### src/rtl/vga_axil_pkg.sv
// Shared types for the VGA AXI-Lite command bridge.
// Holds the default AXI-Lite address/data types, the AXI response codes
// and the bridge FSM state encoding.
// Optional feature macro used by the top: VGA_AXIL_SVA_EN (protocol assertions).
package vga_axil_pkg;

  localparam int AXIL_ADDR_W = 32;
  localparam int AXIL_DATA_W = 32;

  typedef logic [AXIL_ADDR_W-1:0] axil_addr_t;
  typedef logic [AXIL_DATA_W-1:0] axil_data_t;

  typedef enum logic [1:0] {
    OKAY   = 2'd0,
    EXOKAY = 2'd1,
    SLVERR = 2'd2,
    DECERR = 2'd3
  } axil_resp_e;

  typedef enum logic [2:0] {
    ST_IDLE    = 3'd0,
    ST_WR_REQ  = 3'd1,
    ST_WR_RESP = 3'd2,
    ST_RD_REQ  = 3'd3,
    ST_RD_RESP = 3'd4
  } axil_state_e;

  // Map a raw 2-bit bus response onto the response enum.
  function automatic axil_resp_e to_resp(input logic [1:0] raw);
    axil_resp_e r;
    case (raw)
      2'd0:    r = OKAY;
      2'd1:    r = EXOKAY;
      2'd2:    r = SLVERR;
      2'd3:    r = DECERR;
      default: r = SLVERR;
    endcase
    return r;
  endfunction

endpackage

### src/rtl/vga_axil_if.sv
// vga_axil_if: single-outstanding command-to-AXI-Lite master bridge.
// Ports:
//   clk, arst_n                 clock, asynchronous active-low reset
//   cmd_valid/ready/write/addr/wdata   command request side
//   rsp_valid/resp/rdata        one-cycle completion pulse plus held result
//   aw*/w*/b*/ar*/r*            AXI-Lite master channels
// All outputs are registered. AW and W are issued together and retired
// independently; the B phase starts only once both have handshaken.
// Optional: define VGA_AXIL_SVA_EN to compile in protocol assertions.
module vga_axil_if
  import vga_axil_pkg::*;
#(
  parameter int ADDR_W = 32,
  parameter int DATA_W = 32
) (
  input  logic              clk,
  input  logic              arst_n,
  input  logic              cmd_valid,
  output logic              cmd_ready,
  input  logic              cmd_write,
  input  logic [ADDR_W-1:0] cmd_addr,
  input  logic [DATA_W-1:0] cmd_wdata,
  output logic              rsp_valid,
  output logic [1:0]        rsp_resp,
  output logic [DATA_W-1:0] rsp_rdata,
  output logic [ADDR_W-1:0] awaddr,
  output logic              awvalid,
  input  logic              awready,
  output logic [DATA_W-1:0] wdata,
  output logic              wvalid,
  input  logic              wready,
  input  logic [1:0]        bresp,
  input  logic              bvalid,
  output logic              bready,
  output logic [ADDR_W-1:0] araddr,
  output logic              arvalid,
  input  logic              arready,
  input  logic [DATA_W-1:0] rdata,
  input  logic [1:0]        rresp,
  input  logic              rvalid,
  output logic              rready
);

  axil_state_e       state_r;
  logic              cmd_ready_r;
  logic              awvalid_r;
  logic              wvalid_r;
  logic              arvalid_r;
  logic              bready_r;
  logic              rready_r;
  logic              rsp_valid_r;
  axil_resp_e        rsp_resp_r;
  logic [ADDR_W-1:0] awaddr_r;
  logic [ADDR_W-1:0] araddr_r;
  logic [DATA_W-1:0] wdata_r;
  logic [DATA_W-1:0] rsp_rdata_r;

  // A channel stays pending while its valid is up and the slave has not taken it.
  logic aw_pend_s;
  logic w_pend_s;
  assign aw_pend_s = awvalid_r && !awready;
  assign w_pend_s  = wvalid_r && !wready;

  // Bridge FSM with all handshake and response outputs registered.
  always_ff @(posedge clk or negedge arst_n) begin
    if (!arst_n) begin
      state_r     <= ST_IDLE;
      cmd_ready_r <= 1'b1;
      awvalid_r   <= 1'b0;
      wvalid_r    <= 1'b0;
      arvalid_r   <= 1'b0;
      bready_r    <= 1'b0;
      rready_r    <= 1'b0;
      rsp_valid_r <= 1'b0;
      rsp_resp_r  <= SLVERR;
      awaddr_r    <= '0;
      araddr_r    <= '0;
      wdata_r     <= '0;
      rsp_rdata_r <= '0;
    end else begin
      rsp_valid_r <= 1'b0;
      case (state_r)
        ST_IDLE: begin
          if (cmd_valid && cmd_ready_r) begin
            cmd_ready_r <= 1'b0;
            if (cmd_write) begin
              awaddr_r  <= cmd_addr;
              wdata_r   <= cmd_wdata;
              awvalid_r <= 1'b1;
              wvalid_r  <= 1'b1;
              state_r   <= ST_WR_REQ;
            end else begin
              araddr_r  <= cmd_addr;
              arvalid_r <= 1'b1;
              state_r   <= ST_RD_REQ;
            end
          end else begin
            cmd_ready_r <= 1'b1;
          end
        end
        ST_WR_REQ: begin
          // Each channel drops its valid on its own handshake.
          awvalid_r <= aw_pend_s;
          wvalid_r  <= w_pend_s;
          if (!aw_pend_s && !w_pend_s) begin
            bready_r <= 1'b1;
            state_r  <= ST_WR_RESP;
          end else begin
            bready_r <= 1'b0;
          end
        end
        ST_WR_RESP: begin
          if (bvalid && bready_r) begin
            bready_r    <= 1'b0;
            rsp_resp_r  <= to_resp(bresp);
            rsp_valid_r <= 1'b1;
            cmd_ready_r <= 1'b1;
            state_r     <= ST_IDLE;
          end else begin
            bready_r <= 1'b1;
          end
        end
        ST_RD_REQ: begin
          if (arvalid_r && arready) begin
            arvalid_r <= 1'b0;
            rready_r  <= 1'b1;
            state_r   <= ST_RD_RESP;
          end else begin
            arvalid_r <= 1'b1;
          end
        end
        ST_RD_RESP: begin
          if (rvalid && rready_r) begin
            rready_r    <= 1'b0;
            rsp_rdata_r <= rdata;
            rsp_resp_r  <= to_resp(rresp);
            rsp_valid_r <= 1'b1;
            cmd_ready_r <= 1'b1;
            state_r     <= ST_IDLE;
          end else begin
            rready_r <= 1'b1;
          end
        end
        default: begin
          state_r     <= ST_IDLE;
          cmd_ready_r <= 1'b1;
          awvalid_r   <= 1'b0;
          wvalid_r    <= 1'b0;
          arvalid_r   <= 1'b0;
          bready_r    <= 1'b0;
          rready_r    <= 1'b0;
        end
      endcase
    end
  end

  assign cmd_ready = cmd_ready_r;
  assign rsp_valid = rsp_valid_r;
  assign rsp_resp  = rsp_resp_r;
  assign rsp_rdata = rsp_rdata_r;
  assign awaddr    = awaddr_r;
  assign awvalid   = awvalid_r;
  assign wdata     = wdata_r;
  assign wvalid    = wvalid_r;
  assign bready    = bready_r;
  assign araddr    = araddr_r;
  assign arvalid   = arvalid_r;
  assign rready    = rready_r;

`ifdef VGA_AXIL_SVA_EN
  a_aw_stable: assert property (@(posedge clk) disable iff (!arst_n)
    (awvalid && !awready) |=> (awvalid && $stable(awaddr)))
    else $error("vga_axil_if: AW changed while stalled");
  a_w_stable: assert property (@(posedge clk) disable iff (!arst_n)
    (wvalid && !wready) |=> (wvalid && $stable(wdata)))
    else $error("vga_axil_if: W changed while stalled");
  a_ar_stable: assert property (@(posedge clk) disable iff (!arst_n)
    (arvalid && !arready) |=> (arvalid && $stable(araddr)))
    else $error("vga_axil_if: AR changed while stalled");
  a_no_x: assert property (@(posedge clk) disable iff (!arst_n)
    !$isunknown({cmd_ready, rsp_valid, rsp_resp, rsp_rdata, awaddr, awvalid,
                 wdata, wvalid, bready, araddr, arvalid, rready}))
    else $error("vga_axil_if: X on outputs");
  a_rsp_after_cmd: assert property (@(posedge clk) disable iff (!arst_n)
    rsp_valid |-> $past(state_r == ST_WR_RESP || state_r == ST_RD_RESP))
    else $error("vga_axil_if: rsp_valid without command");
  a_bvalid_expected: assert property (@(posedge clk) disable iff (!arst_n)
    bvalid |-> (state_r == ST_WR_RESP))
    else $error("vga_axil_if: unexpected bvalid");
  a_rvalid_expected: assert property (@(posedge clk) disable iff (!arst_n)
    rvalid |-> (state_r == ST_RD_RESP))
    else $error("vga_axil_if: unexpected rvalid");
`endif

endmodule

### config.mk
export PLATFORM = sky130hd
export DESIGN_NAME = vga_axil_if
export DESIGN_NICKNAME = d
export VERILOG_FILES = /design/src/rtl/vga_axil_pkg.sv /design/src/rtl/vga_axil_if.sv
export SDC_FILE = /design/constraint.sdc
export NUM_CORES = 1
export LEC_CHECK = 0
export CELL_PAD_IN_SITES_DETAIL_PLACEMENT = 1
export CELL_PAD_IN_SITES_GLOBAL_PLACEMENT = 1
export CORE_MARGIN = 2
export CORE_UTILIZATION = 28
export DETAILED_ROUTE_END_ITERATION = 6
export MAX_ROUTING_LAYER = met4
export PLACE_DENSITY = 0.69
export SYNTH_ARGS = -nofsm -noshare
export SYNTH_HDL_FRONTEND = slang
export SYNTH_SLANG_ARGS = --single-unit
### constraint.sdc
create_clock -name clk -period 2.7 [get_ports clk]
set_input_delay 0.27 -clock clk [delete_from_list [all_inputs] [get_ports clk]]
set_output_delay 0.27 -clock clk [all_outputs]
set_load 0.05 [all_outputs]
# --- After elaboration in Yosys (flattened, before gate mapping) ---
# Index checks and enable logic that the tools add are counted.
word_totals:
  ff_bits: 140
  input_bits: 109
  out_inout_bits: 137
  elab_cells: 97
classes:
  n_eq_ne: 17
  muxes: 33
  bitwise_logic: 5
  n_reduce_logical: 29
ops:
  columns: ["op", "count"]
  rows:
  - ["$reduce_and A3 Y1", 6]
  - ["$pmux W2 S4", 2]
  - ["$mux W3", 5]
  - ["$pmux W1 S3", 5]
  - ["$pmux W3 S5", 1]
  - ["$mux W1", 14]
  - ["$ne A2 B2 Y1 const B", 7]
  - ["$reduce_or A3 Y1", 4]
  - ["$eq A2 B2 Y1 const B", 4]
  - ["$logic_and A1 B1 Y1", 7]
  - ["$eq A3 B2 Y1 const B", 2]
  - ["$mux W2", 3]
  - ["$not A1 Y1", 5]
  - ["$reduce_and A5 Y1", 1]
  - ["$eq A2 B1 Y1 const B", 2]
  - ["$logic_not A1 Y1", 4]
  - ["$logic_not A2 Y1", 2]
  - ["$pmux W1 S4", 1]
  - ["$pmux W2 S2", 1]
  - ["$reduce_and A2 Y1", 2]
  - ["$eq A3 B1 Y1 const B", 1]
  - ["$eq A3 B3 Y1 const B", 1]
  - ["$logic_not A3 Y1", 1]
  - ["$pmux W1 S2", 1]
  - ["other kinds (2)", 2]

# --- Longest topological paths before layout ---
# Gate-level depths: netlist (run 1).
logic_depth:
  depth_word: 6
  ltp_mapped: 6
  ltp_nobuf: 4

# --- Worst setup path after synthesis (run 1) ---
# Ideal clock, no wire load.
synth_timing:
  kind: "register to register"
  startpoint: "register cmd_ready_r, in the netlist cmd_ready"
  endpoint: "register awaddr_r[25], in the netlist awaddr[25]"
  setup_time_ns: 0.125
  arrival_ns: 1.915
  t_required_ns: 2.575
  path_slack_ns: 0.660
  stages_incl_launch_ff: 6
  n_path_buf: 2
  synth_period_minus_slack_ns: 2.040
  cell_sequence: "dfstp_2 -> nand2_1 -> or4_4 -> buf_6 -> buf_6 -> mux2_4"
synth_between:
  elab_chain_cells: 2
synth_lines:
  columns: ["item", "line_no", "rtl"]
  rows:
  - ["from (decl)", "vga_axil_if.sv:45", "logic cmd_ready_r;"]
  - ["from (signal assigned)", "vga_axil_if.sv:68", "cmd_ready_r <= 1'b1;"]
  - ["from (signal assigned)", "vga_axil_if.sv:85", "cmd_ready_r <= 1'b0;"]
  - ["from (signal assigned)", "vga_axil_if.sv:98", "cmd_ready_r <= 1'b1;"]
  - ["$logic_and A1 B1 Y1", "vga_axil_if.sv:84", "if (cmd_valid && cmd_ready_r) begin"]
  - ["$reduce_and A3 Y1 (no line)", null, null]
  - ["to (signal assigned)", "vga_axil_if.sv:87", "awaddr_r <= cmd_addr;"]
  - ["to (decl)", "vga_axil_if.sv:53", "logic [ADDR_W-1:0] awaddr_r;"]
# No other way between the ends.
# A chain may end at the register's enable or synchronous reset.

# --- Worst setup path in the final report (run 1) ---
layout_timing:
  startpoint: "register state_r[1]"
  endpoint: "register awaddr_r[25], in the netlist awaddr[25]"
layout_between:
  elab_chain_cells: 2
layout_lines:
  columns: ["item", "line_no", "rtl"]
  rows:
  - ["from (decl)", "vga_axil_if.sv:44", "axil_state_e state_r;"]
  - ["from (signal assigned)", "vga_axil_if.sv:67", "state_r <= ST_IDLE;"]
  - ["from (signal assigned)", "vga_axil_if.sv:91", "state_r <= ST_WR_REQ;"]
  - ["from (signal assigned)", "vga_axil_if.sv:95", "state_r <= ST_RD_REQ;"]
  - ["$logic_not A3 Y1", "vga_axil_if.sv:82", "case (state_r)"]
  - ["$reduce_and A3 Y1 (no line)", null, null]
# No other way between the ends.

==> results of run 1 <==
==> cells by family (layout without fill, tap and decap cells) <==
logic type | after synthesis | count (layout) | share of synthesized area
AOI/OAI and AO/OA | 27 | 27 | 0.0319
buffers and inverters | 21 | 291 | 0.0227
DFF | 140 | 140 | 0.630
muxes | 132 | 132 | 0.293
and+or+nand+nor | 23 | 23 | 0.0223
==> worst register-to-register path: stages (launching register included) <==
cell and delay, ns:
dfrtp_1 0.50, or2_1 0.32, or4_4 0.50, buf_4 0.32
mux2_4 0.42
==> layer usage <==
metal	GRT usage	share of wire
met4	0.0500	0.014
met2	0.257	0.49
met1	0.189	0.43
met5	-	0
met3	0.0531	0.072
==> path summary, 6_finish.rpt <==
path | start | endpoint
min reg2reg | araddr[6] | araddr[6]
max | state_r[1] | awaddr[25]
min in group clk | rdata[24] | rsp_rdata[24]
min | arst_n | wdata[2]
max reg2reg | state_r[1] | awaddr[25]
max in group asynchronous | arst_n | araddr[6]
==> state kept, by name (all words and copies together) (netlist names), 2 cells and up <==
signal	cells
awaddr	32
araddr	32
wdata	32
rsp_resp	2
state_r	3
rsp_rdata	32
==> area by class of cell <==
type / instances / share of cell area
clock buffer: 19 / 0.0495
timing repair buffer: 254 / 0.285
inverter: 5 / 0.00210
multi-input combinational: 182 / 0.217
tap: 265 / 0.0370
sequential: 140 / 0.392
clock inverter: 13 / 0.0183
==> stage by stage <==
stage          hold slack, ns  instances
4_1_cts                 0.361        878
2_1_floorplan         -0.0256        343
3_5_place_dp            0.234        845
3_3_place_gp            0.222        845
5_1_grt                 0.368        878
6_report                0.362        878
==> synth_stat cells (all sizes together) <==
| master | instances |
|---|---|
| nand3 | 2 |
| nand2 | 7 |
| nand2b | 1 |
| o31a | 1 |
| dfstp | 2 |
| o21bai | 1 |
| a41oi | 1 |
| nor2 | 5 |
| dfrtp | 138 |
| nor4 | 2 |
| or4 | 1 |
| and3 | 1 |
| a21boi | 1 |
| inv | 5 |
| or2 | 2 |
| o41ai | 1 |
| nor3 | 1 |
| o21ai | 6 |
| o32a | 1 |
| buf | 13 |
| a211oi | 1 |
| a21oi | 7 |
| a31oi | 3 |
| a2bb2oi | 2 |
| a32oi | 1 |
| nor2b | 1 |
| clkbuf | 3 |
| o221ai | 1 |
| mux2 | 132 |
==> what timing repair did <==
action                    CTS  global route
buffers inserted            0             0
hold buffers                1             0
hold endpoints to repair   44             0
==> power by group through the flow <==
stage          Clock (mW)  Combinational [mW]  Sequential, mW
2_1_floorplan           0                1.47            6.72
3_3_place_gp            0                7.00            3.57
3_5_place_dp            0                7.09            3.62
4_1_cts              2.48                7.12            3.60
5_1_grt              2.57                7.32            3.74
6_report             2.41                7.05            3.59
==> out/qor.txt, run 1 <==
Cts repair resizes: 0
Synth warn: 0
Worst Hold Class: in2async
Critical path cell sequence: or2_1 -> or4_4 -> buf_4 -> mux2_4
CTS Buffer Depth: 2
Area leader, netlist: dfrtp_1
Dpl ws: 0.377 ns
DRT iter0 DRCs: 114
Seq. cell area: 3510 um^2
Commonest non-fill, non-tap cell in the layout: clkdlybuf4s50_1
Port bufs: 245
Top cells by area, synth: dfrtp_1, mux2_2, mux2_4
Pre-Repair DR Iteration Count: 4
Initial antenna violation count: 0
IO Pins: 246
WL/cell: 17.9 um
Share of layout cells above drive strength 1: 0.285
Final-report setup violation count: 0
#FFs+latches synth: 140
First-pass GRT wire length: 25.7 mm
Comb power frac: 0.541
Worst Setup End Kind: flip-flop
Sw Ratio: 0.448
Startpoint Class: flip-flop
Final Util: 0.460
TritonCTS Buffers: 17
Placed Area: 8330 um^2
Power density cells: 1460 nW/um^2
Area grow syn2layout: 60.9%
Fillers: 1967
GRT Overall Usage: 0.159
Post-synth net total: 452
Setup slack, reg-to-reg: 0.53 ns
Largest net degree at the start of global routing: 61
Dpl hpwl: 11.3 mm
Part of the power in registers: 0.275
Design Power: 13.0 mW
Worst EP required: 2.99 ns
Design Area, Final: 8950 um^2
Post-route antenna net violation count: 0
Post-Synthesis Cells: 343
WP buf/inv: 1
Period Utilization, post-route: 0.803
Seq/Total Area, Yosys: 0.630
Switch Pwr: 5.84 mW
Static Leak: 3.91 nW
Nets: 709
Clock slew seen by the registers of the worst setup and hold paths: 0.06 ns
Starting density of the core: 0.286
Clk sink count: 140
Least-Margin Pin Slew: 0.620 ns
Die X: 145 um
Reg2reg path depth: 4
CP arrival: 2.46 ns
Setup repair after global routing missed its margin: false
Skew-Pair Late Insertion Delay: 0.41 ns
Clock Skew: 0.00814 ns
Worst vdd ir: 0.603 mV
Via count: 3888
RePlAce Congestion: 0.788
Status: finished clean
Commonest non-fill, non-tap cells in the layout: clkdlybuf4s50_1, dfrtp_1, mux2_2
Clock Power Share: 0.185
# rows: 51
Post-synthesis cell type count: 35
Hold Vio Cnt, Final: 0
Global route overflow: 0
Vias in the first global route: 4468
Antenna diodes: 0
Die area: 21000 um^2
Critical path class: reg2reg
WL final: 15.7 mm
Delay-heaviest family, CP: simple AND/OR/NAND/NOR gates
Final setup margin: 0.533 ns
Cell Area, Synth: 5560 um^2
Critical path depth in cells: 4
Vias per cell: 4.43
Fmax: 461 MHz
Crit-path slowest cell: dfrtp_1
Max FO, Critical Path: 39
DRC: 0
Die Y: 145 um
Setup TNS: 0 ns
CTS root buf: clkbuf_16
Final Max Tran Viols: 0
Core Area: 19500 um^2
Crit path largest cell delay: 0.50 ns
Worst rel slew slack: 0.587
Top-area cell type share of the netlist area: 0.621
Max cap viols: 0
Internal: 7.21 mW
Min Tclk post-route: 2.17 ns
Area of the multi-input gates: 1940 um^2
Max H-tree Level: 4
Avg Cell Area, Syn: 16.2 um^2
CTS tree: done
Note: power is estimated with default switching activity, not from simulation.
==> run 2: changes to the inputs <==
==> constraint.sdc (replaced) <==
create_clock -name clk -period 2.13 [get_ports clk]
set_input_delay 0.213 -clock clk [delete_from_list [all_inputs] [get_ports clk]]
set_output_delay 0.213 -clock clk [all_outputs]
set_load 0.05 [all_outputs]
==> run 2 against run 1 <==
Clock power increased by 34%; total power increased by 29%; clock skew increased by 0.0012 ns; worst setup slack got worse by 0.43 ns; combinational power increased by 28%; sequential cell count unchanged; first-iteration DRC count decreased by 2.6%; die area unchanged; routed wire length increased by 1.7%.
==> out/qor.txt, run 2 (synthesized netlist as in run 1, its figures left out) <==
Static Leak: 3.96 nW (was 3.91 nW)
Antenna diodes: 0 (unchanged)
CP arrival: 1.81 ns (was 2.46 ns)
TritonCTS Buffers: 17 (unchanged)
Pre-Repair DR Iteration Count: 4 (unchanged)
Fmax: 493 MHz
WL final: 16.0 mm (was 15.7 mm)
Largest net degree at the start of global routing: 58 (was 61)
Critical path depth in cells: 1 (was 4)
Cts repair resizes: 0 (unchanged)
Min Tclk post-route: 2.03 ns
Startpoint Class: flip-flop (unchanged)
Critical path class: reg2out (was reg2reg)
# rows: 51 (unchanged)
Nets: 712 (was 709)
Placed Area: 8410 um^2 (was 8330 um^2)
Via count: 3894 (was 3888)
Critical path cell sequence: clkdlybuf4s50_1 (was or2_1 -> or4_4 -> buf_4 -> mux2_4)
Die Y: 145 um (unchanged)
IO Pins: 246 (unchanged)
Setup TNS: 0 ns (unchanged)
Setup repair after global routing missed its margin: false (unchanged)
Worst vdd ir: 0.853 mV (was 0.603 mV)
Clock Power Share: 0.193 (was 0.185)
Hold Vio Cnt, Final: 0 (unchanged)
Final-report setup violation count: 0 (unchanged)
Clock slew seen by the registers of the worst setup and hold paths: 0.06 ns (about the same)
Reg2reg path depth: 4 (unchanged)
Part of the power in registers: 0.270 (was 0.275)
Crit-path slowest cell: clkdlybuf4s50_1 (was dfrtp_1)
Least-Margin Pin Slew: 0.575 ns (was 0.620 ns)
Share of layout cells above drive strength 1: 0.288 (was 0.285)
Port bufs: 245 (unchanged)
Vias per cell: 4.43 (about the same)
Worst Setup End Kind: primary output (was flip-flop)
Commonest non-fill, non-tap cells in the layout: clkdlybuf4s50_1, dfrtp_1, mux2_2 (unchanged)
Post-route antenna net violation count: 0 (unchanged)
RePlAce Congestion: 0.770 (was 0.788)
WL/cell: 18.2 um (was 17.9 um)
Clock Skew: 0.00938 ns (was 0.00814 ns)
Final Util: 0.465 (was 0.460)
Max cap viols: 0 (unchanged)
Starting density of the core: 0.286 (unchanged)
Dpl hpwl: 11.7 mm (was 11.3 mm)
Final Max Tran Viols: 0 (unchanged)
Vias in the first global route: 4450 (was 4468)
Area grow syn2layout: 62.8% (was 60.9%)
CTS root buf: clkbuf_16 (unchanged)
Skew-Pair Late Insertion Delay: 0.41 ns (about the same)
Hold WS: 0.361 ns (was 0.362 ns)
Die X: 145 um (unchanged)
Delay-heaviest family, CP: buffers and inverters (was simple AND/OR/NAND/NOR gates)
Crit path largest cell delay: 0.83 ns (was 0.50 ns)
Power density cells: 1860 nW/um^2 (was 1460 nW/um^2)
Core Area: 19500 um^2 (unchanged)
Design Area, Final: 9060 um^2 (was 8950 um^2)
GRT Overall Usage: 0.160 (was 0.159)
First-pass GRT wire length: 25.7 mm (about the same)
Comb power frac: 0.537 (was 0.541)
CTS tree: done (unchanged)
Worst EP required: 1.92 ns (was 2.99 ns)
Period Utilization, post-route: 0.952
Switch Pwr: 7.44 mW (was 5.84 mW)
Global route overflow: 0 (unchanged)
WP buf/inv: 1 (unchanged)
Worst rel slew slack: 0.616 (was 0.587)
Sw Ratio: 0.443 (was 0.448)
Die area: 21000 um^2 (unchanged)
CTS Buffer Depth: 2 (unchanged)
Max FO, Critical Path: 6 (was 39)
DRC: 0 (unchanged)
Worst Hold Class: in2async (unchanged)
Initial antenna violation count: 0 (unchanged)
Commonest non-fill, non-tap cell in the layout: clkdlybuf4s50_1 (unchanged)
Clk sink count: 140 (unchanged)
Internal: 9.38 mW (was 7.21 mW)
DRT iter0 DRCs: 111 (was 114)
Max H-tree Level: 4 (unchanged)
Status: finished clean (unchanged)
## run 2: cell count changes in the layout (fill, tap and decap cells not counted), sizes merged
cell and change:
clkbuf -2, clkinvlp -1, bufinv +2, clkinv -1, buf +3
## run 2: layout make-up
type	count	area, um^2
Sequential cell	140	3510
Multi-Input combinational cell	182	1940
Timing Repair Buffer	257	2620
Clock buffer	17	425
Inverter	5	18.8
Clock inverter	13	215
Tap cell	265	332
Fill cell	1972	10400
## run 2: layer usage
metal	track usage	part of all wire	vias up
li1	-	-	1758
met1	0.190	0.43	1959
met2	0.263	0.49	160
met3	0.0494	0.063	17
met4	0.0475	0.014	0
met5	-	0	-
## run 2: power groups by stage
stage	clock (mW)	sequential (mW)	combinational (mW)
finish	3.24	4.55	9.03
floorplan	0	8.52	1.86
global placement	0	4.51	8.93
CTS	3.34	4.57	9.11
detailed placement	0	4.59	9.08
global route	3.46	4.71	9.36
## run 2: final timing paths
| kind | startpoint | endpoint | slack [ns] |
|---|---|---|---|
| max | cmd_ready | cmd_ready | 0.10 |
| min | arst_n | wdata[22] | 0.36 |
| max reg2reg | state_r[1] | awaddr[28] | 0.14 |
| min reg2reg | araddr[6] | araddr[6] | 0.50 |
| max in group asynchronous | arst_n | araddr[21] | 1.07 |
| min in group clk | rdata[24] | rsp_rdata[24] | 0.41 |
## run 2: what timing repair did
item | 4_1_cts | 5_1_grt
buffers inserted | 0 | 0
endpoints found under the setup margin | 0 | 0
endpoints found under the hold margin | 55 | 0
hold buffers | 1 | 0
## run 2: metrics by stage
stage                     total power [mW]  instances  worst slack (ns)
after floorplan                       10.4        343            0.0896
after global placement                13.4        848             0.119
after detailed placement              13.7        848            0.0955
after CTS                             17.0        879            0.0632
after global routing                  17.5        879            0.0459
final                                 16.8        879             0.103
